[src/rtl/spi_slave_ctrl_pkg.sv]
// Shared types and helpers for the SPI slave memory-path controller.
package spi_pkg;

   typedef enum logic [2:0] {
      ST_GET       = 3'd0,
      ST_GOT       = 3'd1,
      ST_RD_WAIT   = 3'd2,
      ST_RD_LOAD   = 3'd3,
      ST_RD_SHIFT  = 3'd4,
      ST_WR_SHIFT  = 3'd5,
      ST_WR_COMMIT = 3'd6,
      ST_DONE      = 3'd7
   } spi_state_e;

   localparam logic RW_READ = 1'b1;

   // Bit-counter width large enough to hold the longer of header and data phase.
   function automatic int cnt_width(input int hdr_len, input int data_len);
      int longest;
      longest = (hdr_len > data_len) ? hdr_len : data_len;
      return $clog2(longest + 1);
   endfunction

endpackage

[src/rtl/spi_slave_ctrl_if.sv]
// Strobe/handshake bundle between the SPI front end and the memory-path controller.
interface spi_slave_ctrl_if;

   logic cs_n;
   logic sclk_pos;
   logic sclk_neg;
   logic read_write;
   logic miso_buff;
   logic dm_we;
   logic ad_we;
   logic sr_we;
   logic addr_inc;
   logic busy;

   modport master (
      output cs_n, sclk_pos, sclk_neg, read_write,
      input  miso_buff, dm_we, ad_we, sr_we, addr_inc, busy
   );

   modport slave (
      input  cs_n, sclk_pos, sclk_neg, read_write,
      output miso_buff, dm_we, ad_we, sr_we, addr_inc, busy
   );

endinterface

[src/rtl/spi_slave_ctrl_bit_counter.sv]
// Serial-edge counter shared by the header and data phases; flags the
// strobe that completes a phase and wraps to zero on that same edge.
module spi_bit_counter #(
   parameter int W = 4
) (
   input  logic         clk,
   input  logic         rst_n,
   input  logic         clear,
   input  logic         en,
   input  logic [W-1:0] term_val,
   output logic         term_hit
);

   logic [W-1:0] count_q, count_d;

   // Terminal detect and next count; clear wins over counting.
   always_comb begin
      term_hit = en && !clear && (count_q == (term_val - W'(1)));
      count_d  = count_q;
      if (clear || term_hit) begin
         count_d = '0;
      end else if (en) begin
         count_d = count_q + W'(1);
      end
   end

   // Count register with synchronous active-low reset.
   always_ff @(posedge clk) begin
      if (!rst_n) begin
         count_q <= '0;
      end else begin
         count_q <= count_d;
      end
   end

endmodule

[src/rtl/spi_slave_ctrl.sv]
// SPI slave memory-path sequencer: header capture, read latency wait,
// shift-register load, MISO enable, data write and optional bursts.
//
// state        | meaning
// -------------+-----------------------------------------------------
// ST_GET       | counting header bits (address then R/W)
// ST_GOT       | header complete, latch address (ad_we)
// ST_RD_WAIT   | waiting MEM_LAT clocks for read data
// ST_RD_LOAD   | parallel-load read data into shift register (sr_we)
// ST_RD_SHIFT  | shifting read data out, MISO driven
// ST_WR_SHIFT  | shifting write data in
// ST_WR_COMMIT | write word to memory (dm_we), addr_inc in burst mode
// ST_DONE      | transfer finished, idle until cs_n rises
module spi_slave_ctrl
   import spi_pkg::*;
#(
   parameter int ADDR_W  = 7,
   parameter int DATA_W  = 8,
   parameter int MEM_LAT = 1,
   parameter int BURST   = 0
) (
   input logic             clk,
   input logic             rst_n,
   spi_slave_ctrl_if.slave bus
);

   localparam int         HDR_LEN  = ADDR_W + 1;
   localparam int         CNT_W    = cnt_width(HDR_LEN, DATA_W);
   localparam logic [2:0] LAT_LOAD = 3'(MEM_LAT - 1);

   spi_state_e state_q, state_d;
   logic [2:0] lat_q, lat_d;
   logic       lat_done;

   logic             cnt_en;
   logic             cnt_hit;
   logic [CNT_W-1:0] cnt_term;

   logic miso_buff, dm_we, ad_we, sr_we, addr_inc, busy;

   // Only the shift states consume strobes; everything else ignores them.
   always_comb begin
      cnt_en   = 1'b0;
      cnt_term = CNT_W'(DATA_W);
      unique case (state_q)
         ST_GET: begin
            cnt_en   = bus.sclk_pos;
            cnt_term = CNT_W'(HDR_LEN);
         end
         ST_WR_SHIFT: cnt_en = bus.sclk_pos;
         ST_RD_SHIFT: cnt_en = bus.sclk_neg;
         default: ;
      endcase
   end

   spi_bit_counter #(.W(CNT_W)) u_bit_counter (
      .clk      (clk),
      .rst_n    (rst_n),
      .clear    (bus.cs_n),
      .en       (cnt_en),
      .term_val (cnt_term),
      .term_hit (cnt_hit)
   );

   // Read-latency down-counter: reloaded outside RD_WAIT, expires at zero.
   always_comb begin
      lat_d    = (state_q == ST_RD_WAIT) ? (lat_q - 3'd1) : LAT_LOAD;
      lat_done = (lat_q == 3'd0);
   end

   // Next-state and output decode; cs_n high overrides the state logic.
   always_comb begin
      state_d   = state_q;
      miso_buff = 1'b0;
      dm_we     = 1'b0;
      ad_we     = 1'b0;
      sr_we     = 1'b0;
      addr_inc  = 1'b0;
      busy      = (state_q != ST_GET) && (state_q != ST_DONE);
      unique case (state_q)
         ST_GET: begin
            if (cnt_hit) state_d = ST_GOT;
         end
         ST_GOT: begin
            ad_we   = 1'b1;
            state_d = (bus.read_write == RW_READ) ? ST_RD_WAIT : ST_WR_SHIFT;
         end
         ST_RD_WAIT: begin
            if (lat_done) state_d = ST_RD_LOAD;
         end
         ST_RD_LOAD: begin
            sr_we   = 1'b1;
            state_d = ST_RD_SHIFT;
         end
         ST_RD_SHIFT: begin
            miso_buff = 1'b1;
            if (cnt_hit) begin
               if (BURST != 0) begin
                  // Bump the address on the last shift-out edge so the
                  // next word's memory access starts immediately.
                  addr_inc = 1'b1;
                  state_d  = ST_RD_WAIT;
               end else begin
                  state_d = ST_DONE;
               end
            end
         end
         ST_WR_SHIFT: begin
            if (cnt_hit) state_d = ST_WR_COMMIT;
         end
         ST_WR_COMMIT: begin
            dm_we = 1'b1;
            if (BURST != 0) begin
               addr_inc = 1'b1;
               state_d  = ST_WR_SHIFT;
            end else begin
               state_d = ST_DONE;
            end
         end
         ST_DONE: ;
         default: state_d = ST_GET;
      endcase
      if (bus.cs_n) state_d = ST_GET;
   end

   // State and latency registers with synchronous active-low reset.
   always_ff @(posedge clk) begin
      if (!rst_n) begin
         state_q <= ST_GET;
         lat_q   <= LAT_LOAD;
      end else begin
         state_q <= state_d;
         lat_q   <= lat_d;
      end
   end

   assign bus.miso_buff = miso_buff;
   assign bus.dm_we     = dm_we;
   assign bus.ad_we     = ad_we;
   assign bus.sr_we     = sr_we;
   assign bus.addr_inc  = addr_inc;
   assign bus.busy      = busy;

endmodule
[src/flat_wrapper.sv]
// flat-port wrapper written by rule: the top's interface ports become plain ports
module spi_slave_ctrl_flat import spi_pkg::*;
#(
   parameter int ADDR_W  = 7,
   parameter int DATA_W  = 8,
   parameter int MEM_LAT = 1,
   parameter int BURST   = 0
)
  (clk, rst_n, bus_cs_n, bus_sclk_pos, bus_sclk_neg, bus_read_write, bus_miso_buff, bus_dm_we, bus_ad_we, bus_sr_we, bus_addr_inc, bus_busy);
  spi_slave_ctrl_if bus_i ();
  input logic clk;
  input logic rst_n;
  input wire logic [$bits(bus_i.cs_n)-1:0] bus_cs_n;
  input wire logic [$bits(bus_i.sclk_pos)-1:0] bus_sclk_pos;
  input wire logic [$bits(bus_i.sclk_neg)-1:0] bus_sclk_neg;
  input wire logic [$bits(bus_i.read_write)-1:0] bus_read_write;
  output wire logic [$bits(bus_i.miso_buff)-1:0] bus_miso_buff;
  output wire logic [$bits(bus_i.dm_we)-1:0] bus_dm_we;
  output wire logic [$bits(bus_i.ad_we)-1:0] bus_ad_we;
  output wire logic [$bits(bus_i.sr_we)-1:0] bus_sr_we;
  output wire logic [$bits(bus_i.addr_inc)-1:0] bus_addr_inc;
  output wire logic [$bits(bus_i.busy)-1:0] bus_busy;
  assign bus_i.cs_n = bus_cs_n;
  assign bus_i.sclk_pos = bus_sclk_pos;
  assign bus_i.sclk_neg = bus_sclk_neg;
  assign bus_i.read_write = bus_read_write;
  assign bus_miso_buff = bus_i.miso_buff;
  assign bus_dm_we = bus_i.dm_we;
  assign bus_ad_we = bus_i.ad_we;
  assign bus_sr_we = bus_i.sr_we;
  assign bus_addr_inc = bus_i.addr_inc;
  assign bus_busy = bus_i.busy;
  spi_slave_ctrl #(.ADDR_W(ADDR_W), .DATA_W(DATA_W), .MEM_LAT(MEM_LAT), .BURST(BURST)) u_core (.clk(clk), .rst_n(rst_n), .bus(bus_i));
endmodule
[config.mk]
export PLATFORM = sky130hd
export DESIGN_NAME = spi_slave_ctrl_flat
export DESIGN_NICKNAME = d
export VERILOG_FILES = /design/src/rtl/spi_slave_ctrl_pkg.sv /design/src/rtl/spi_slave_ctrl_if.sv /design/src/rtl/spi_slave_ctrl_bit_counter.sv /design/src/rtl/spi_slave_ctrl.sv /design/src/flat_wrapper.sv
export SDC_FILE = /design/constraint.sdc
export NUM_CORES = 1
export LEC_CHECK = 0
export BUFFER_PORTS_ARGS = -buffer_cell sky130_fd_sc_hd__buf_2
export CAP_MARGIN = 20
export CORE_MARGIN = 1.5
export CORE_UTILIZATION = 32
export DETAILED_ROUTE_END_ITERATION = 10
export PLACE_DENSITY = 0.58
export SETUP_SLACK_MARGIN = 0.5
export SYNTH_ARGS = -nofsm -noshare
export SYNTH_HDL_FRONTEND = slang
export SYNTH_HIERARCHICAL = 1
export SYNTH_SLANG_ARGS = --single-unit
[constraint.sdc]
create_clock -name clk -period 5.4 [get_ports clk]
set_input_delay 0 -clock clk [delete_from_list [all_inputs] [get_ports clk]]
set_output_delay 0 -clock clk [all_outputs]
set_load 0.005 [all_outputs]
# --- After elaboration in Yosys (flattened, before gate mapping) ---
# Index checks and enable logic that the tools add are counted.
op_classes:
  n_bitwise: 1
  reduce_logical: 14
  mux: 11
  n_eq_ne: 12
  n_addsub: 2
op_table:
  columns: ["op", "count"]
  rows:
  - ["$pmux W3 S7", 1]
  - ["$mux W3", 5]
  - ["$eq A3 B3 Y1 const B", 3]
  - ["$ne A2 B1 Y1 const B", 4]
  - ["$reduce_bool A7 Y1", 1]
  - ["$eq A3 B2 Y1 const B", 2]
  - ["$logic_not A3 Y1", 2]
  - ["$reduce_or A2 Y1", 3]
  - ["$reduce_and A5 Y1", 1]
  - ["$add A4 B1 Y4 const B", 1]
  - ["$eq A4 B3 Y1 const B", 1]
  - ["$mux W1", 4]
  - ["$eq A3 B1 Y1 const B", 1]
  - ["$logic_and A1 B1 Y1", 3]
  - ["$ne A3 B3 Y1 const B", 1]
  - ["$reduce_bool A3 Y1", 1]
  - ["$sub A3 B1 Y3 const B", 1]
  - ["$pmux W1 S2", 1]
  - ["$reduce_and A2 Y1", 1]
  - ["$logic_not A1 Y1", 1]
  - ["$logic_or A1 B1 Y1", 1]
  - ["$not A1 Y1", 1]
totals:
  input_bits: 6
  output_inout_bits: 6
  ff_bits: 10

# --- Depth between registers and ports, before layout ---
depth:
  depth_word: 7
  mapped_depth: 10

# --- Cells and area by module ---
# The synthesis kept the hierarchy.
modules_own_cells:
  columns: ["module", "area_each_um2", "cells_each", "seq_area_each_um2", "instances"]
  rows:
  - ["spi_slave_ctrl", 371.6, 48, 120.1, 1]
  - ["spi_bit_counter", 294.0, 28, 80.1, 1]

# --- Worst setup path before layout ---
# Ideal clock, no wire load.
synth_path:
  kind: "register to register"
  start: "reg u_core.state_q[2]"
  end: "reg u_core.state_q[0]"
  required_time_ns: 5.330
  path_stages_with_launch: 11
  arrival_ns: 2.047
  synth_period_minus_slack_ns: 2.117
  setup_ns: 0.070
  path_slack_ns: 3.283
  cell_sequence: "dfxtp_1 > buf_2 > mux2i_1 > o21a_1 > nor2_1 > nand2b_1 > nor4_4 > and2_1 > nor2_1 > a211o_1 > a21oi_1"
synth_via:
  elab_chain_len: 7
  word_cells_on_any_way: 18
synth_rtl:
  columns: ["item", "line_no", "text"]
  rows:
  - ["start: declaration", "spi_slave_ctrl.sv:31", "spi_state_e state_q, state_d;"]
  - ["start signal: assignment", "spi_slave_ctrl.sv:132", "state_q <= state_d;"]
  - ["$eq A3 B3 Y1 / $logic_not A3 Y1 (equally long branches)", "spi_slave_ctrl.sv:45", "unique case (state_q)"]
  - ["$reduce_or A2 Y1 (no line)", null, null]
  - ["$pmux W1 S2 *", "spi_slave_ctrl.sv:45", null]
  - ["named net u_core.cnt_en", "spi_slave_ctrl.sv:35", "logic cnt_en;"]
  - ["$logic_and A1 B1 Y1 * (2 in series)", "spi_slave_ctrl_bit_counter.sv:18", "term_hit = en && !clear && (count_q == (term_val - W'(1)));"]
  - ["named net u_core.cnt_hit", "spi_slave_ctrl.sv:36", "logic cnt_hit;"]
  - ["$ne A2 B1 Y1 (no line)", null, null]
  - ["$reduce_and A5 Y1 (no line) *", null, null]
# The timed path passes the listed nets; every way through them passes the cells marked *.
# A chain may end at the register's enable or synchronous reset.

# --- Worst setup path in the final report ---
# Ends and elaborated chain as after synthesis.

==> impl_metrics.json <==
{
  "synth_area_per_cell_um2": 8.76,
  "seq_area_frac_synth": 0.301,
  "cp_slowest_cell": "sky130_fd_sc_hd__dfxtp_1",
  "arrival_ps": 2620,
  "final_net_count": 104,
  "timing.clock.skew_ps": 3.14,
  "die_height_um": 48.6,
  "cts.reportedPaths.clkPinSlew_ps": 70,
  "cp_data_required_time_ps": 5590,
  "max_freq_ghz": 0.411,
  "drcViolationCount": 0,
  "synthMostInstantiatedCell": "sky130_fd_sc_hd__nor2_1",
  "drv.max_cap_violation_count": 0,
  "place.detailed.hpwl_um": 812,
  "synth_cells": 76,
  "criticalPathCategory": "reg2reg",
  "cts_tree": "built",
  "cell_at_the_root_of_the_clock_tree": "sky130_fd_sc_hd__clkbuf_4",
  "synth_top_family_by_area": "simple AND/OR/NAND/NOR gates",
  "global_route.usage.total": 0.0931,
  "postCtsHoldBufs": 0,
  "ys_ff_latch": 10,
  "synth.area.top_cells": "sky130_fd_sc_hd__dfxtp_1, sky130_fd_sc_hd__ha_1, sky130_fd_sc_hd__nor2_1",
  "synthToLayoutAreaGrowth_pct": 18.6,
  "synth_top_flop_cell": "sky130_fd_sc_hd__dfxtp_1",
  "clkLatencyLatePin_ps": 260,
  "report.final.hold_viol_count": 0,
  "synth_top_area_share": 0.301,
  "utilization": 0.402,
  "yosysWarningCount": 6,
  "drt_iter0_markers": 19,
  "wire_per_inst_um": 8.52,
  "gr-total-overflow": 0,
  "port_buffers": 10,
  "synth_mux_area_frac": 0.0301,
  "cts-htree-levels": 1,
  "number_of_rows_created_at_floorplan": 16,
  "final-setup-viol-count": 0,
  "leak_pwr_nw": 0.331,
  "ctsResizeCount": 0,
  "post_layout_instance_count_excluding_filler_cells": 120,
  "async_flop_share": 0,
  "cp-end-kind": "register",
  "synth-edff-count": 0,
  "vias_after_detailed_routing": 515,
  "yosys.cell_types.count": 30,
  "ys_top_cells_by_count": "sky130_fd_sc_hd__nor2_1, sky130_fd_sc_hd__dfxtp_1, sky130_fd_sc_hd__inv_1, sky130_fd_sc_hd__nand2b_1",
  "totalNegativeSetupSlack_ps": 0,
  "synth_fa_ha_area_frac": 0.0752,
  "post_synth_xor_area_fraction": 0.130,
  "layout_setup_ws_ps": 2970,
  "final.hold.worst_slack_ps": 56.0,
  "core_area_um2": 1960,
  "router_iterations_before_antenna_repair": 5,
  "worst_setup_sp_type": "register",
  "antenna_cells_inserted": 0,
  "grt_max_degree": 15,
  "finalWorstPathRequiredPeriod_ps": 2430,
  "post-cts-setup-buffers": 0,
  "floorplan.die_area_um2": 2360,
  "post_synth_and_or_nand_nor_area_fraction": 0.276,
  "post_drt_via_cell_ratio": 4.29,
  "via_count_of_the_first_global_routing_pass": 400,
  "detail_route.wirelength_mm": 1.02,
  "fillers": 229,
  "global_route_wire_length_before_repair_mm": 1.70,
  "fraction_of_layout_cells_with_a_size_suffix_above_1": 0.194,
  "synthDominantAreaCellType": "sky130_fd_sc_hd__dfxtp_1",
  "vdd.ir_drop.worst_mv": 0.0990,
  "initial_core_util": 0.339,
  "dp_slack_ps": 2990,
  "dp.cells": 116,
  "worstPathMaxFanout": 14,
  "crit_path_cell_trace": "mux2i_1 > o21a_1 > nor2_1 > nand2b_1 > nor4_4 > and2_1 > nor2_1 > a211o_1 > a21oi_1",
  "status": "complete, no violations",
  "globalplace.congestion": 0.724,
  "cts-root-to-sink-buffers": 2,
  "power.density_cell_area_nw_per_um2": 202,
  "die_width_um": 48.6,
  "cp_slowest_stage_delay_ps": 550,
  "setup_repair_after_global_routing_missed_its_margin": "no",
  "tritoncts_num_sinks": 10,
  "synth_compound_gate_area_share": 0.109,
  "cp_common_cell": "sky130_fd_sc_hd__nor2_1",
  "min_period_over_period": 0.450,
  "postRouteAntennaNets": 0,
  "cts_made_buffers": 3,
  "holdCritPathClass": "in2reg",
  "syn_area_um2": 666,
  "final_max_slew_viol_count": 0,
  "grt_antenna_before_repair": 0,
  "num_io_pins": 12
}
-- cells by family after synthesis --
group / count (synthesis)
other cells: 2
flops: 10
xor+xnor: 8
simple gates: 30
mux: 2
buf+inv: 10
fa+ha+maj: 4
compound gates: 10
-- state kept, by name (all words and copies together), names as in the netlist --
name and cells:
u_core/state_q 3, u_core/lat_q 3, u_core/u_bit_counter/count_q 4
-- through the flow --
step           cell area, um^2  total power [W]
2_1_floorplan              692        0.0000907
3_3_place_gp               753        0.0000940
3_5_place_dp               753        0.0000942
4_1_cts                    790         0.000162
5_1_grt                    790         0.000169
6_report                   790         0.000159
-- routing by layer --
metal | up-vias | track usage | share of wire
li1 | 282 | - | -
met1 | 217 | 0.132 | 0.54
met2 | 16 | 0.121 | 0.40
met3 | 0 | 0.0370 | 0.060
met4 | 0 | 0.0429 | 0
met5 | - | 0 | 0
-- layout make-up --
cell class	count	area (um^2)	share of cell area
Tap cell	27	33.8	0.0428
Multi-Input combinational cell	63	447	0.566
Inverter	6	22.5	0.0285
Sequential cell	10	200	0.254
Clock buffer	4	36.3	0.0460
Timing Repair Buffer	10	50.0	0.0634
-- report_power, final --
group | internal [W] | total, W | leakage [nW] | switching (W)
sequential | 0.0000743 | 0.0000752 | 0.0807 | 0.000000876
combinational | 0.00000812 | 0.0000173 | 0.229 | 0.00000914
clock | 0.0000409 | 0.0000669 | 0.0210 | 0.0000260
-- cells in the final DEF, fill, tap and decap left out --
cell type                  Yosys  final
sky130_fd_sc_hd__a211o_1       1      1
sky130_fd_sc_hd__a211oi_1      4      4
sky130_fd_sc_hd__a21oi_1       2      2
sky130_fd_sc_hd__a221oi_1      1      1
sky130_fd_sc_hd__and2_1        1      1
sky130_fd_sc_hd__and3_1        1      1
sky130_fd_sc_hd__and4bb_1      1      1
sky130_fd_sc_hd__buf_2         3     10
sky130_fd_sc_hd__clkbuf_4      0      3
sky130_fd_sc_hd__clkbuf_8      0      1
sky130_fd_sc_hd__conb_1        2      9
sky130_fd_sc_hd__dfxtp_1      10     10
sky130_fd_sc_hd__ha_1          4      4
sky130_fd_sc_hd__inv_1         5      5
sky130_fd_sc_hd__inv_2         1      1
sky130_fd_sc_hd__mux2i_1       2      2
sky130_fd_sc_hd__nand2_1       1      1
sky130_fd_sc_hd__nand2b_1      5      5
sky130_fd_sc_hd__nand3_1       1      1
sky130_fd_sc_hd__nand3b_1      1      1
sky130_fd_sc_hd__nand4_1       1      1
sky130_fd_sc_hd__nor2_1       12     12
sky130_fd_sc_hd__nor3_1        2      2
sky130_fd_sc_hd__nor3b_1       2      2
sky130_fd_sc_hd__nor4_4        1      1
sky130_fd_sc_hd__o211ai_1      1      1
sky130_fd_sc_hd__o21a_1        1      1
sky130_fd_sc_hd__or4b_4        1      1
sky130_fd_sc_hd__xnor2_1       4      4
sky130_fd_sc_hd__xor2_1        3      3
sky130_fd_sc_hd__xor3_2        1      1
-- worst paths after layout --
path	startpoint	slack, ps	cells after the start	to
setup / recovery	u_core/state_q[2]	2970	9	u_core/state_q[0]
hold reg to reg	u_core/lat_q[0]	420	1	u_core/lat_q[0]
setup reg to reg	u_core/state_q[2]	2970	9	u_core/state_q[0]
hold / removal	rst_n	60	3	u_core/state_q[2]
-- critical path, delay by kind of cell (launching register included) --
| family | cells | cell delay, ps |
|---|---|---|
| and+or+nand+nor | 5 | 1080 |
| DFF | 1 | 550 |
| AOI/OAI and AO/OA | 3 | 600 |
| muxes | 1 | 130 |
No activity file was read; power rests on OpenSTA's default activity.
